### config.mk
export PLATFORM = sky130hd
export DESIGN_NAME = fir_tap_sequencer
export DESIGN_NICKNAME = d
export VERILOG_FILES = /design/src/rtl/fir_pkg.sv /design/src/rtl/fir_tap_sequencer_strobe_delay_line.sv /design/src/rtl/fir_tap_sequencer.sv
export SDC_FILE = /design/constraint.sdc
export NUM_CORES = 1
export LEC_CHECK = 0
export CORE_UTILIZATION = 35
export DETAILED_ROUTE_END_ITERATION = 8
export PLACE_DENSITY = 0.66
export SLEW_MARGIN = 40
export SYNTH_ARGS = -nofsm -noshare
export SYNTH_HDL_FRONTEND = slang
export SYNTH_HIERARCHICAL = 1
export SYNTH_SLANG_ARGS = --single-unit
### constraint.sdc
create_clock -name clk -period 2.6 [get_ports clk]
set_clock_uncertainty 0.05 [all_clocks]
set_input_delay 0.39 -clock clk [delete_from_list [all_inputs] [get_ports clk]]
set_output_delay 0.39 -clock clk [all_outputs]
set_load 0.02 [all_outputs]
### src/rtl/fir_pkg.sv
// Shared definitions for the FIR tap sequencer.
//   seq_state_t          : sequencer FSM states
//   DEFAULT_LENGTH       : default tap count
//   DEFAULT_MULT_LATENCY : default multiplier pipeline depth
//   wrap_sub(a, b, len)  : (a - b) modulo len, for a, b < len
package fir_pkg;

  typedef enum logic [1:0] {
    IDLE,
    MAC,
    DRAIN,
    OUT
  } seq_state_t;

  localparam int unsigned DEFAULT_LENGTH       = 6;
  localparam int unsigned DEFAULT_MULT_LATENCY = 3;

  // Modular subtraction. This works for any len, including lengths that
  // are not a power of two.
  function automatic int unsigned wrap_sub(input int unsigned a,
                                           input int unsigned b,
                                           input int unsigned len);
    return (a >= b) ? (a - b) : (a + len - b);
  endfunction

endpackage

### src/rtl/fir_tap_sequencer_strobe_delay_line.sv
// Fixed-depth shift register used to delay strobes.
//   clk : clock
//   rst : synchronous active-high reset; clears every stage
//   d   : WIDTH-bit input, sampled every cycle
//   q   : d delayed by DEPTH cycles
module strobe_delay_line #(
  parameter int unsigned WIDTH = 2,
  parameter int unsigned DEPTH = 3
) (
  input  logic             clk,
  input  logic             rst,
  input  logic [WIDTH-1:0] d,
  output logic [WIDTH-1:0] q
);

  logic [WIDTH-1:0] stage [DEPTH];

  always_ff @(posedge clk) begin
    if (rst) begin
      for (int unsigned i = 0; i < DEPTH; i++) begin
        stage[i] <= '0;
      end
    end else begin
      stage[0] <= d;
      for (int unsigned i = 1; i < DEPTH; i++) begin
        stage[i] <= stage[i-1];
      end
    end
  end

  assign q = stage[DEPTH-1];

endmodule

### src/rtl/fir_tap_sequencer.sv
// Control sequencer for the FIR datapath.
// It accepts one sample at a time and writes that sample into the circular
// sample buffer. It then walks all LENGTH taps. Issue strobes are delayed
// through the multiplier latency so they enable the accumulator. The
// finished result is presented with a valid/ready handshake.
//   clk, rst             : clock, synchronous active-high reset
//   in_valid / in_ready  : sample offer / sequencer can accept
//   wr_en, wr_addr       : sample-buffer write strobe and slot
//   coef_addr            : coefficient register-file address
//   sample_addr          : sample-buffer read address matching coef_addr
//   issue_en             : multiplier operands valid this cycle
//   acc_en, acc_clear    : accumulator capture / load instead of add
//   out_valid, out_ready : result handshake
//   busy                 : sequencer not idle
module fir_tap_sequencer
  import fir_pkg::*;
#(
  parameter int unsigned LENGTH       = DEFAULT_LENGTH,
  parameter int unsigned MULT_LATENCY = DEFAULT_MULT_LATENCY,
  parameter int unsigned ADDRESS_BIT  = $clog2(LENGTH)
) (
  input  logic                   clk,
  input  logic                   rst,
  input  logic                   in_valid,
  output logic                   in_ready,
  output logic                   wr_en,
  output logic [ADDRESS_BIT-1:0] wr_addr,
  output logic [ADDRESS_BIT-1:0] coef_addr,
  output logic [ADDRESS_BIT-1:0] sample_addr,
  output logic                   issue_en,
  output logic                   acc_clear,
  output logic                   acc_en,
  output logic                   out_valid,
  input  logic                   out_ready,
  output logic                   busy
);

  localparam int unsigned DRAIN_BIT = (MULT_LATENCY > 1) ? $clog2(MULT_LATENCY) : 1;
  localparam logic [ADDRESS_BIT-1:0] LAST_TAP   = ADDRESS_BIT'(LENGTH - 1);
  localparam logic [DRAIN_BIT-1:0]   LAST_DRAIN = DRAIN_BIT'(MULT_LATENCY - 1);

  seq_state_t             state;
  logic [ADDRESS_BIT-1:0] wr_ptr;
  logic [ADDRESS_BIT-1:0] newest;
  logic [ADDRESS_BIT-1:0] k;
  logic [DRAIN_BIT-1:0]   drain_cnt;
  logic [1:0]             strobe_in;
  logic [1:0]             strobe_out;

  // in_ready is high exactly in IDLE, so the write strobe follows the offer
  // in the same cycle.
  assign wr_en   = in_ready & in_valid;
  assign wr_addr = wr_ptr;

  // Bit 1 is the issue strobe. Bit 0 marks the first tap so the
  // accumulator restarts on that product.
  assign strobe_in = {issue_en, issue_en && (k == '0)};
  assign acc_en    = strobe_out[1];
  assign acc_clear = strobe_out[0];

  strobe_delay_line #(
    .WIDTH (2),
    .DEPTH (MULT_LATENCY)
  ) u_delay (
    .clk (clk),
    .rst (rst),
    .d   (strobe_in),
    .q   (strobe_out)
  );

  // Address outputs are registered one step ahead of k. They therefore
  // line up with the MAC cycle they describe and hold their values outside
  // MAC.
  always_ff @(posedge clk) begin
    if (rst) begin
      state       <= IDLE;
      wr_ptr      <= '0;
      newest      <= '0;
      k           <= '0;
      drain_cnt   <= '0;
      coef_addr   <= '0;
      sample_addr <= '0;
      in_ready    <= 1'b1;
      issue_en    <= 1'b0;
      out_valid   <= 1'b0;
      busy        <= 1'b0;
    end else begin
      case (state)
        IDLE: begin
          if (in_valid) begin
            newest      <= wr_ptr;
            wr_ptr      <= (wr_ptr == LAST_TAP) ? '0 : wr_ptr + 1'b1;
            k           <= '0;
            coef_addr   <= '0;
            sample_addr <= wr_ptr;
            issue_en    <= 1'b1;
            in_ready    <= 1'b0;
            busy        <= 1'b1;
            state       <= MAC;
          end
        end
        MAC: begin
          if (k == LAST_TAP) begin
            issue_en  <= 1'b0;
            drain_cnt <= '0;
            state     <= DRAIN;
          end else begin
            k           <= k + 1'b1;
            coef_addr   <= k + 1'b1;
            sample_addr <= ADDRESS_BIT'(wrap_sub(32'(newest), 32'(k) + 32'd1, LENGTH));
          end
        end
        DRAIN: begin
          if (drain_cnt == LAST_DRAIN) begin
            out_valid <= 1'b1;
            state     <= OUT;
          end else begin
            drain_cnt <= drain_cnt + 1'b1;
          end
        end
        OUT: begin
          if (out_ready) begin
            out_valid <= 1'b0;
            in_ready  <= 1'b1;
            busy      <= 1'b0;
            state     <= IDLE;
          end
        end
        default: begin
          state     <= IDLE;
          in_ready  <= 1'b1;
          issue_en  <= 1'b0;
          out_valid <= 1'b0;
          busy      <= 1'b0;
        end
      endcase
    end
  end

endmodule

==> results of run 1 <==
## area by class of cell
class	instances	share of cell area [%]
multi-input combinational	114	47.2
tap	48	3.53
inverter	11	2.43
clock buffer	3	2.43
sequential	26	30.6
timing repair buffer	21	12.1
clock inverter	1	1.76
## cell families (layout without fill, tap and decap cells)
family	after synthesis	count (layout)	synth area share, %
AO/OA/AOI/OAI	29	29	14.5
adder cells (fa/ha/maj)	14	14	12.9
flip-flops	26	26	36.7
XOR/XNOR	5	5	3.08
AND/OR/NAND/NOR	60	60	21.6
buffers and inverters	19	36	6.78
multiplexers	6	6	4.58
## critical path: cells and delay by family, from the launching register on
kind                       cells  cell delay (ns)
adders and majority gates      2             0.84
AOI/OAI and AO/OA              2             0.56
DFF                            1             0.43
buffers and inverters          1             0.12
xor gates and xnor gates       1             0.11
## power breakdown
group          total [mW]  switching (mW)  internal, mW
registers           0.534          0.0618         0.472
logic               0.767           0.412         0.354
clock network       0.331           0.125         0.206
total                1.63           0.600          1.03
## metal layers
metal  part of all wire, %  routed length, microns  track usage, %  vias to the layer above
met3                   3.9                     109            3.13                        5
met1                    46                    1280            17.6                      519
met4                   1.5                      42            5.71                        0
met2                    48                    1340            25.5                       27
li1                      -                       -               -                      570
met5                     0                       0               0                        -
## how the worst max path moves through the flow
stage	slack, ns	depth (start not counted)	endpoint	start
after floorplan	0.43	9	sample_addr[2]	k[0]
final	0.39	6	sample_addr[1]	k[0]
after global routing	0.23	9	sample_addr[2]	k[0]
after CTS	0.39	9	sample_addr[2]	k[0]
after detailed placement	0.41	9	sample_addr[2]	k[0]
after global placement	0.54	3	wr_en	in_valid
## cell usage after synthesis (3+ instances only)
library cell   n  area, sq um
a21oi_1       17         85.1
dfxtp_1       26          521
ha_1          13          163
inv_1         11         41.3
mux2i_1        5         50.1
nand2_1       11         41.3
nand2b_1       3         18.8
nand3_1        4         20.0
nor2_1        20         75.1
nor2b_1        8         50.1
xnor2_1        4         35.0
## per-stage QoR
stage | instance area (sq um) | hold slack (ns) | setup WS, ns | total power [mW] | utilization [%]
global placement | 1630 | 0.366 | 0.540 | 1.29 | 43.2
finish | 1700 | 0.389 | 0.387 | 1.63 | 45.1
global route | 1700 | 0.410 | 0.230 | 1.76 | 45.1
CTS | 1700 | 0.394 | 0.392 | 1.65 | 45.1
detailed placement | 1630 | 0.372 | 0.408 | 1.31 | 43.2
floorplan | 1420 | 0.364 | 0.425 | 1.12 | -
## flip-flops by register name, indices dropped and copies added, names as in the netlist
| name | count |
|---|---|
| u_delay/stage | 6 |
| k | 3 |
| sample_addr | 3 |
| wr_addr | 3 |
| state | 2 |
| issue_en | 1 |
| drain_cnt | 2 |
| busy | 1 |
| newest | 3 |
| in_ready | 1 |
| out_valid | 1 |
==> summary.txt, run 1 <==
STA
  – Worst Tran Pin Value: approximately 0.49 ns
  – F_max: between 0.4 and 0.5 GHz
  – Setup violations, final: 0
  – Crit path time final: between 2 and 2.5 ns
  – Total negative setup slack: 0 ns
  – Max_slew headroom: 67.5%
  – Final period util: a little under nine tenths
  – Final count of pins violating max slew: 0
  – RSZ-0062 raised after global routing: no
  – Final hold violations: 0

Synthesis
  – Post-Syn Nets: between 150 and 200
  – Distinct cells, synth: 41
  – Yosys reg bits: 26
  – Netlist Area Pre-Place: 1420 sq um
  – Yosys synthesis warning count: 6
  – Dominant synthesized flop cell: dfxtp_1
  – Share of the yosys chip area belonging to registers: 36.7%
  – Syn Inst Count: 159
  – Post-synth EDFFs: 0
  – Synth async-reset ratio: 0%
  – Syn_area_per_cell: about 9 sq um

Min path
  – Hold depth: 1
  – Hold Path End: u_delay/stage[0][3]
  – Worst hold path class: flip-flop to flip-flop
  – Hold Crit Start: u_delay/stage[0][1]

Critical path
  – Critical Path End Type: flip-flop
  – Critical path arrival: roughly 2.3 ns
  – Path depth of the worst reg2reg path: 6
  – Critical path required time: between 2 and 3 ns
  – Critical Path Slowest Stage Cell: fa_1
  – Slowest stage delay, CP: between 0.4 and 0.5 ns
  – Critical path type: flip-flop to flip-flop
  – Reg2reg setup slack: 0.39 ns
  – Worst R2R End: sample_addr[1]
  – Cell Chain, Critical Path: inv_1 > ha_1 > fa_1 > a211oi_2 > xnor2_1 > o311ai_1
  – Crit Reg-Reg Startpoint: k[0]
  – Crit start category: flip-flop
  – CP Max Fanout: 5

Power and ir drop
  – Static Leak: 0.671 nW
  – Power density cells: 959 nW/um^2
  – Worst VDD drop: around 0.49 mV

Clocking
  – CTS sink count: 26
  – CTS tree: built
  – Post-cts resize count: 0
  – Worst-path clk slew: around 0.09 ns
  – CTS Buf Count: 3
  – Clock Path Buffers: 2
  – H-tree Lvls: 1
  – Hold_buf cts: 0
  – Skew-Pair Late Insertion Delay: 0.27 ns
  – CTS Root Cell: clkbuf_8
  – Post-CTS setup buffers: 0

Floorplanning
  – Core area: 3770 sq um
  – Die ar.: between 4000 and 5000 sq um
  – Starting Density: 37.7%
  – Number of I/O pins: 20
  – Rows: 22
  – Die Ht: 65.7 microns
  – Die W: about 66 microns

Placed design
  – Input/output buffers: 19
  – GP Congestion: between 0.7 and 0.8
  – Detailed Place HPWL: ~2100 microns
  – Placed Cells: 220

Cells and area
  – Layout Cells excl Fill: 224
  – # diodes: 0
  – Leading cell type in the layout, fill and taps excluded: dfxtp_1
  – Layout area overhead: 19.8%
  – Multi-input logic area: between 800 and 900 sq um
  – Layout cells sized above 1: under 10%
  – Fillers: 352
  – Commonest non-fill, non-tap cells in the layout: 26 x dfxtp_1, 20 x nor2_1, 19 x clkdlybuf4s50_1
  – Nets: a little under 200
  – Seq. cell area: approximately 520 sq um

Job
  – Max-Cap Viols: 0

Drt
  – First DRT Iteration DRCs: 51
  – 1st-pass router iterations: 4
  – Post-DR wirelength/cell: approximately 12 microns
  – Via count: around 1100
  – ANT nets after route: 0
  – Vias per cell: ~5
  – Drc violations: 0
  – Detailed-route wire length: 2770 microns

Global routing
  – Initial antenna violation count: 0
  – Largest net degree at the start of global routing: 23
  – Gr usage total: 14.8%
  – Via count of the first global-routing pass: approximately 1100
  – Aggregate global routing overflow: 0
  – Global-route wire length before repair: between 4000 and 5000 microns

Run status
  – Status: finished clean
Note: power is estimated with default switching activity, not from simulation.
==> run 2: changes to the inputs <==
--- a/config.mk
+++ b/config.mk
@@ -6,10 +6,9 @@
 export NUM_CORES = 1
 export LEC_CHECK = 0
 export CORE_UTILIZATION = 35
+export CTS_BUF_LIST = sky130_fd_sc_hd__clkbuf_8
 export DETAILED_ROUTE_END_ITERATION = 8
-export PLACE_DENSITY = 0.66
 export SLEW_MARGIN = 40
 export SYNTH_ARGS = -nofsm -noshare
 export SYNTH_HDL_FRONTEND = slang
-export SYNTH_HIERARCHICAL = 1
 export SYNTH_SLANG_ARGS = --single-unit
==> summary.txt, run 2 <==
Power and ir drop
  – Pint: about 1 mW
  – Worst VDD drop: roughly 0.47 mV
  – Static Leak: between 0.6 and 0.7 nW
  – Comb pwr share: between 50% and 60%
  – Power share of the clock group: roughly 16%
  – Sequential power share: roughly a third
  – Power density cells: approximately 970 nW/um^2
  – Switch share: 39.6%
  – Psw: about 0.65 mW

Synthesis
  – Synth async-reset ratio: 0%
  – Simple-gate share of the synthesized area: about 23%
  – Adder-Cell Fraction of Synth Area: 12.2%
  – Post-synthesis compound-gate area fraction: about a fifth
  – Most frequent cell after synthesis: dfxtp_1
  – Dominant cells by area after synthesis: dfxtp_1 37%, ha_1 11%, a21oi_1 5.8%
  – Post-synth EDFFs: 0
  – Distinct cells, synth: 39
  – Netlist Area Pre-Place: between 1000 and 1500 sq um
  – Yosys synthesis warning count: 0
  – Area share of the largest cell type after synthesis: a little under two fifths
  – Share of the yosys chip area belonging to registers: between 30% and 40%
  – Post-synthesis mux area share: roughly 1.4%
  – Top cells by count, synth: 26 x dfxtp_1, 20 x nand2_1, 16 x a21oi_1
  – Yosys reg bits: 26
  – Syn_area_per_cell: slightly below 9 sq um
  – Dominant synthesized flop cell: dfxtp_1
  – Area leader, netlist: dfxtp_1
  – Xor and xnor area share after synthesis: between 2 and 3%
  – Post-Syn Nets: 175
  – Syn Inst Count: roughly 160
  – Largest family of logic cells by synthesized area: simple AND/OR/NAND/NOR gates

Clocking
  – Clock Path Buffers: 2
  – CTS tree: built
  – Post-cts resize count: 0
  – Hold_buf cts: 0
  – CTS sink count: 26
  – Skew-Pair Late Insertion Delay: roughly 0.27 ns
  – Worst-path clk slew: around 0.09 ns
  – H-tree Lvls: 1
  – CTS Root Cell: clkbuf_8
  – CTS Buf Count: 3
  – Post-CTS setup buffers: 0

STA
  – Final period util: 87.3%
  – Worst Tran Pin Value: 0.483 ns
  – Crit path time final: about 2.3 ns
  – Final hold violations: 0
  – Max_slew headroom: about two thirds
  – Total negative setup slack: 0 ns
  – F_max: 0.440 GHz
  – RSZ-0062 raised after global routing: no
  – Post-route setup slack: 0.329 ns
  – Final count of pins violating max slew: 0
  – Setup violations, final: 0
  – Hold_ws: 0.392 ns

Cells and area
  – Largest Register: u_delay.stage
  – Seq. cell area: approximately 520 sq um
  – Leading cell type in the layout, fill and taps excluded: dfxtp_1
  – Layout area overhead: 21.3%
  – Nets: 196
  – Finished layout cell area: ~1700 sq um
  – Commonest non-fill, non-tap cells in the layout: 26 x dfxtp_1, 20 x nand2_1, 19 x clkdlybuf4s50_1
  – Layout cells sized above 1: under 10%
  – Largest register FFs: 6
  – Multi-input logic area: 822 sq um
  – Fillers: about 370
  – # diodes: 0

Global routing
  – Gr usage total: between 10 and 15%
  – Initial antenna violation count: 0
  – Aggregate global routing overflow: 0
  – Via count of the first global-routing pass: roughly 1100
  – Largest net degree at the start of global routing: 22
  – Global-route wire length before repair: 4820 microns

Critical path
  – Critical Path Slowest Stage Cell: fa_1
  – Critical Path End Type: flip-flop
  – Slowest stage delay, CP: roughly 0.46 ns
  – Top delay family on crit path: adder cells
  – Crit start category: flip-flop
  – Worst Path Buf+Inv: 1
  – Cell Chain, Critical Path: inv_1 > ha_1 > fa_1 > nor2b_1 > a2111oi_2 > o32ai_1 > a21oi_1
  – CP Max Fanout: 5
  – Critical path required time: roughly 2.8 ns
  – Critical path arrival: 2.43 ns
  – Critical path type: flip-flop to flip-flop

Run status
  – Status: finished clean

Placed design
  – Dpl cell area: 1630 sq um
  – GP Congestion: roughly 0.76
  – Input/output buffers: 19
  – Dpl ws: about 0.34 ns
  – Detailed Place HPWL: 2080 microns

Floorplanning
  – Number of I/O pins: 20
  – Rows: 22
  – Die ar.: 4230 sq um
  – Core area: 3740 sq um
  – Starting Density: around 37%
  – Die W: roughly 65 microns
  – Die Ht: roughly 65 microns

Drt
  – Post-DR wirelength/cell: between 10 and 15 microns
  – Via count: about 1100
  – 1st-pass router iterations: 4
  – Detailed-route wire length: ~2800 microns
  – First DRT Iteration DRCs: 22
  – ANT nets after route: 0
  – Vias per cell: a little under 5
  – Drc violations: 0

Job
  – Max-Cap Viols: 0

Min path
  – Worst hold path class: flip-flop to flip-flop
[run 2: cell count changes after synthesis, sizes merged, moves of 3 or more]
cell    delta
buf        -6
mux2i      -3
nand2      +8
nand3      -3
nor2       -5
o21bai     +4
[run 2: worst paths after layout]
| check | startpoint | endpoint | slack, ns | cells past startpoint |
|---|---|---|---|---|
| max | k[0] | sample_addr[1] | 0.33 | 7 |
| min | u_delay.stage[0][1] | u_delay.stage[0][3] | 0.39 | 1 |
| max reg2reg | k[0] | sample_addr[1] | 0.33 | 7 |
| min reg2reg | u_delay.stage[0][1] | u_delay.stage[0][3] | 0.39 | 1 |
[run 2: layout make-up]
type	count	area share, %
timing repair buffer	20	11.7
tap	48	3.56
multi-input combinational	119	48.7
sequential	26	30.8
inverter	9	2.00
clock buffer	4	3.26
[run 2: logic make-up after synthesis]
logic type      Yosys count
compound gates           40
xor+xnor                  4
fa+ha+maj                13
buf+inv                  13
flops                    26
mux                       2
simple gates             60
[run 2: worst reg2reg max path: cells and delay by family, from the launching register on]
kind | cells | cell delay (ns)
and+or+nand+nor | 1 | 0.18
DFF | 1 | 0.42
adders and majority gates | 2 | 0.82
buffers and inverters | 1 | 0.12
AOI/OAI and AO/OA | 3 | 0.63
[run 2: metrics by stage]
stage	cells	total power, mW	utilization [%]
after CTS	226	1.65	45.1
after global routing	226	1.76	45.1
after detailed placement	222	1.38	43.6
after floorplan	158	1.15	-
final	226	1.64	45.1
after global placement	222	1.35	43.6
[run 2: power by group through the flow]
| stage | sequential [mW] | clock [mW] | combinational (mW) |
|---|---|---|---|
| global route | 0.555 | 0.299 | 0.910 |
| finish | 0.543 | 0.268 | 0.825 |
| global placement | 0.548 | 0 | 0.804 |
| floorplan | 0.601 | 0 | 0.549 |
| detailed placement | 0.553 | 0 | 0.825 |
| CTS | 0.544 | 0.280 | 0.830 |
[run 2: per-layer routing]
metal  GRT usage (%)  up-vias  routed length (microns)  share of wire [%]
met5               0        -                        0                  0
met4            4.62        0                       42                1.5
met3            2.64        6                      109                3.8
met2            23.7       20                     1260                 44
met1            19.4      512                     1430                 50
li1                -      585                        -                  -
==> run 3: changes to the inputs <==
--- a/config.mk
+++ b/config.mk
@@ -5,9 +5,11 @@
 export SDC_FILE = /design/constraint.sdc
 export NUM_CORES = 1
 export LEC_CHECK = 0
+export CORE_MARGIN = 5
 export CORE_UTILIZATION = 35
 export CTS_BUF_LIST = sky130_fd_sc_hd__clkbuf_8
 export DETAILED_ROUTE_END_ITERATION = 8
+export PLACE_DENSITY = 0.56
 export SLEW_MARGIN = 40
 export SYNTH_ARGS = -nofsm -noshare
 export SYNTH_HDL_FRONTEND = slang
==> summary.txt, run 3 (same netlist as run 2, synthesis figures left out) <==
Floorplanning
  – Rows: 23
  – Die W: roughly 73 microns
  – Starting Density: a little over a third
  – Core area: roughly 4000 sq um
  – Die ar.: 5340 sq um
  – Die Ht: roughly 73 microns
  – Number of I/O pins: 20

Drt
  – Vias per cell: around 5
  – Via count: between 1000 and 1500
  – Detailed-route wire length: between 2000 and 3000 microns
  – Post-DR wirelength/cell: 12.7 microns
  – 1st-pass router iterations: 4
  – ANT nets after route: 0
  – Drc violations: 0
  – First DRT Iteration DRCs: 40

Placed design
  – Input/output buffers: 19
  – Placed Cells: about 220
  – GP Congestion: approximately 0.76
  – Detailed Place HPWL: between 2000 and 2500 microns
  – Dpl ws: approximately 0.33 ns
  – Dpl cell area: 1640 sq um

Cells and area
  – # diodes: 0
  – Largest register FFs: 6
  – Largest Register: u_delay.stage
  – Leading cell type in the layout, fill and taps excluded: dfxtp_1
  – Final core occ: 42.9%
  – Layout cells sized above 1: under 10%
  – Nets: around 200
  – Commonest non-fill, non-tap cells in the layout: 26 x dfxtp_1, 20 x nand2_1, 19 x clkdlybuf4s50_1
  – Finished layout cell area: approximately 1700 sq um
  – Layout area overhead: 20.5%
  – Layout Cells excl Fill: 227

Critical path
  – Worst setup path startpoint: k[0]
  – Critical path required time: around 2.7 ns
  – Critical Path End Type: flip-flop
  – Critical path arrival: between 2 and 2.5 ns
  – Crit start category: flip-flop
  – Worst R2R End: sample_addr[1]
  – CP Max Fanout: 5
  – Reg2reg setup slack: ~0.32 ns
  – Crit Reg-Reg Startpoint: k[0]
  – Path depth of the worst reg2reg path: 7
  – Worst setup path endpoint: sample_addr[1]
  – Critical path type: flip-flop to flip-flop

Clocking
  – H-tree Lvls: 1
  – Hold_buf cts: 0
  – CTS Root Cell: clkbuf_8
  – Post-CTS setup buffers: 0
  – CTS sink count: 26
  – Clock Path Buffers: 2
  – Post-cts resize count: 0
  – Worst-path clk slew: approximately 0.090 ns
  – CTS tree: built
  – Skew-Pair Late Insertion Delay: roughly 0.27 ns
  – CTS Buf Count: 3

Global routing
  – Largest net degree at the start of global routing: 15
  – Global-route wire length before repair: ~5100 microns
  – Gr usage total: a little under an eighth
  – Via count of the first global-routing pass: around 1200
  – Aggregate global routing overflow: 0
  – Initial antenna violation count: 0

Power and ir drop
  – Psw: 0.633 mW
  – Power share of the clock group: 14.2%
  – Pint: ~0.96 mW
  – Sequential power share: roughly 34%
  – Power density cells: ~950 nW/um^2
  – Worst VDD drop: 0.523 mV
  – Power, Total: approximately 1.6 mW
  – Comb pwr share: between 50 and 60%
  – Static Leak: 0.656 nW
  – Switch share: between 30% and 40%

Job
  – Max-Cap Viols: 0

STA
  – RSZ-0062 raised after global routing: no
  – Max_slew headroom: approximately 64%
  – Final count of pins violating max slew: 0
  – Post-route setup slack: 0.320 ns
  – Crit path time final: between 2 and 2.5 ns
  – Final period util: 87.7%
  – F_max: approximately 0.44 GHz
  – Worst Tran Pin Value: roughly 0.53 ns
  – Total negative setup slack: 0 ns
  – Setup violations, final: 0
  – Final hold violations: 0
  – Hold_ws: 0.402 ns

Run status
  – Status: finished clean

Min path
  – Hold depth: 1
  – Hold Crit Start: u_delay.stage[0][1]
  – Worst hold path class: flip-flop to flip-flop
-- run 3: cell types whose count changed in the layout (fill, tap and decap cells not counted), sizes merged --
cell    delta
clkbuf     -1
-- run 3: worst min-delay path by stage --
stage                                endpoint  slack, ns
after floorplan           u_delay.stage[0][2]       0.36
after global placement    u_delay.stage[0][3]       0.37
after detailed placement  u_delay.stage[0][3]       0.38
after CTS                 u_delay.stage[0][3]       0.40
after global routing      u_delay.stage[0][5]       0.42
final                     u_delay.stage[0][3]       0.40
-- run 3: metal layers --
layer	track usage, %	part of all wire, %	vias up	wire, microns
met5	0	0	-	0
met4	5.33	1.2	0	35
met3	2.62	4.5	4	130
met2	19.7	47	26	1370
met1	14.8	47	516	1360
li1	-	-	584	-
-- run 3: area by class of cell --
cell class                 count  area, sq um
clock buffer                   3         41.3
fill                         410         2240
inverter                       9         33.8
multi-input combinational    119          822
sequential                    26          520
tap                           50         62.6
timing repair buffer          20          198
-- run 3: power groups by stage --
stage / Sequential (mW) / Clock [mW] / Combinational, mW
2_1_floorplan: 0.601 / 0 / 0.549
3_3_place_gp: 0.548 / 0 / 0.810
3_5_place_dp: 0.552 / 0 / 0.825
4_1_cts: 0.544 / 0.240 / 0.830
5_1_grt: 0.557 / 0.252 / 0.914
6_report: 0.543 / 0.226 / 0.820
-- run 3: critical path, stage by stage (launching register included) --
cell       delay [ns]
dfxtp_1          0.41
inv_1            0.11
ha_1             0.36
fa_1             0.46
nor2b_1          0.18
a2111oi_2        0.35
o32ai_1          0.13
a21oi_1          0.15
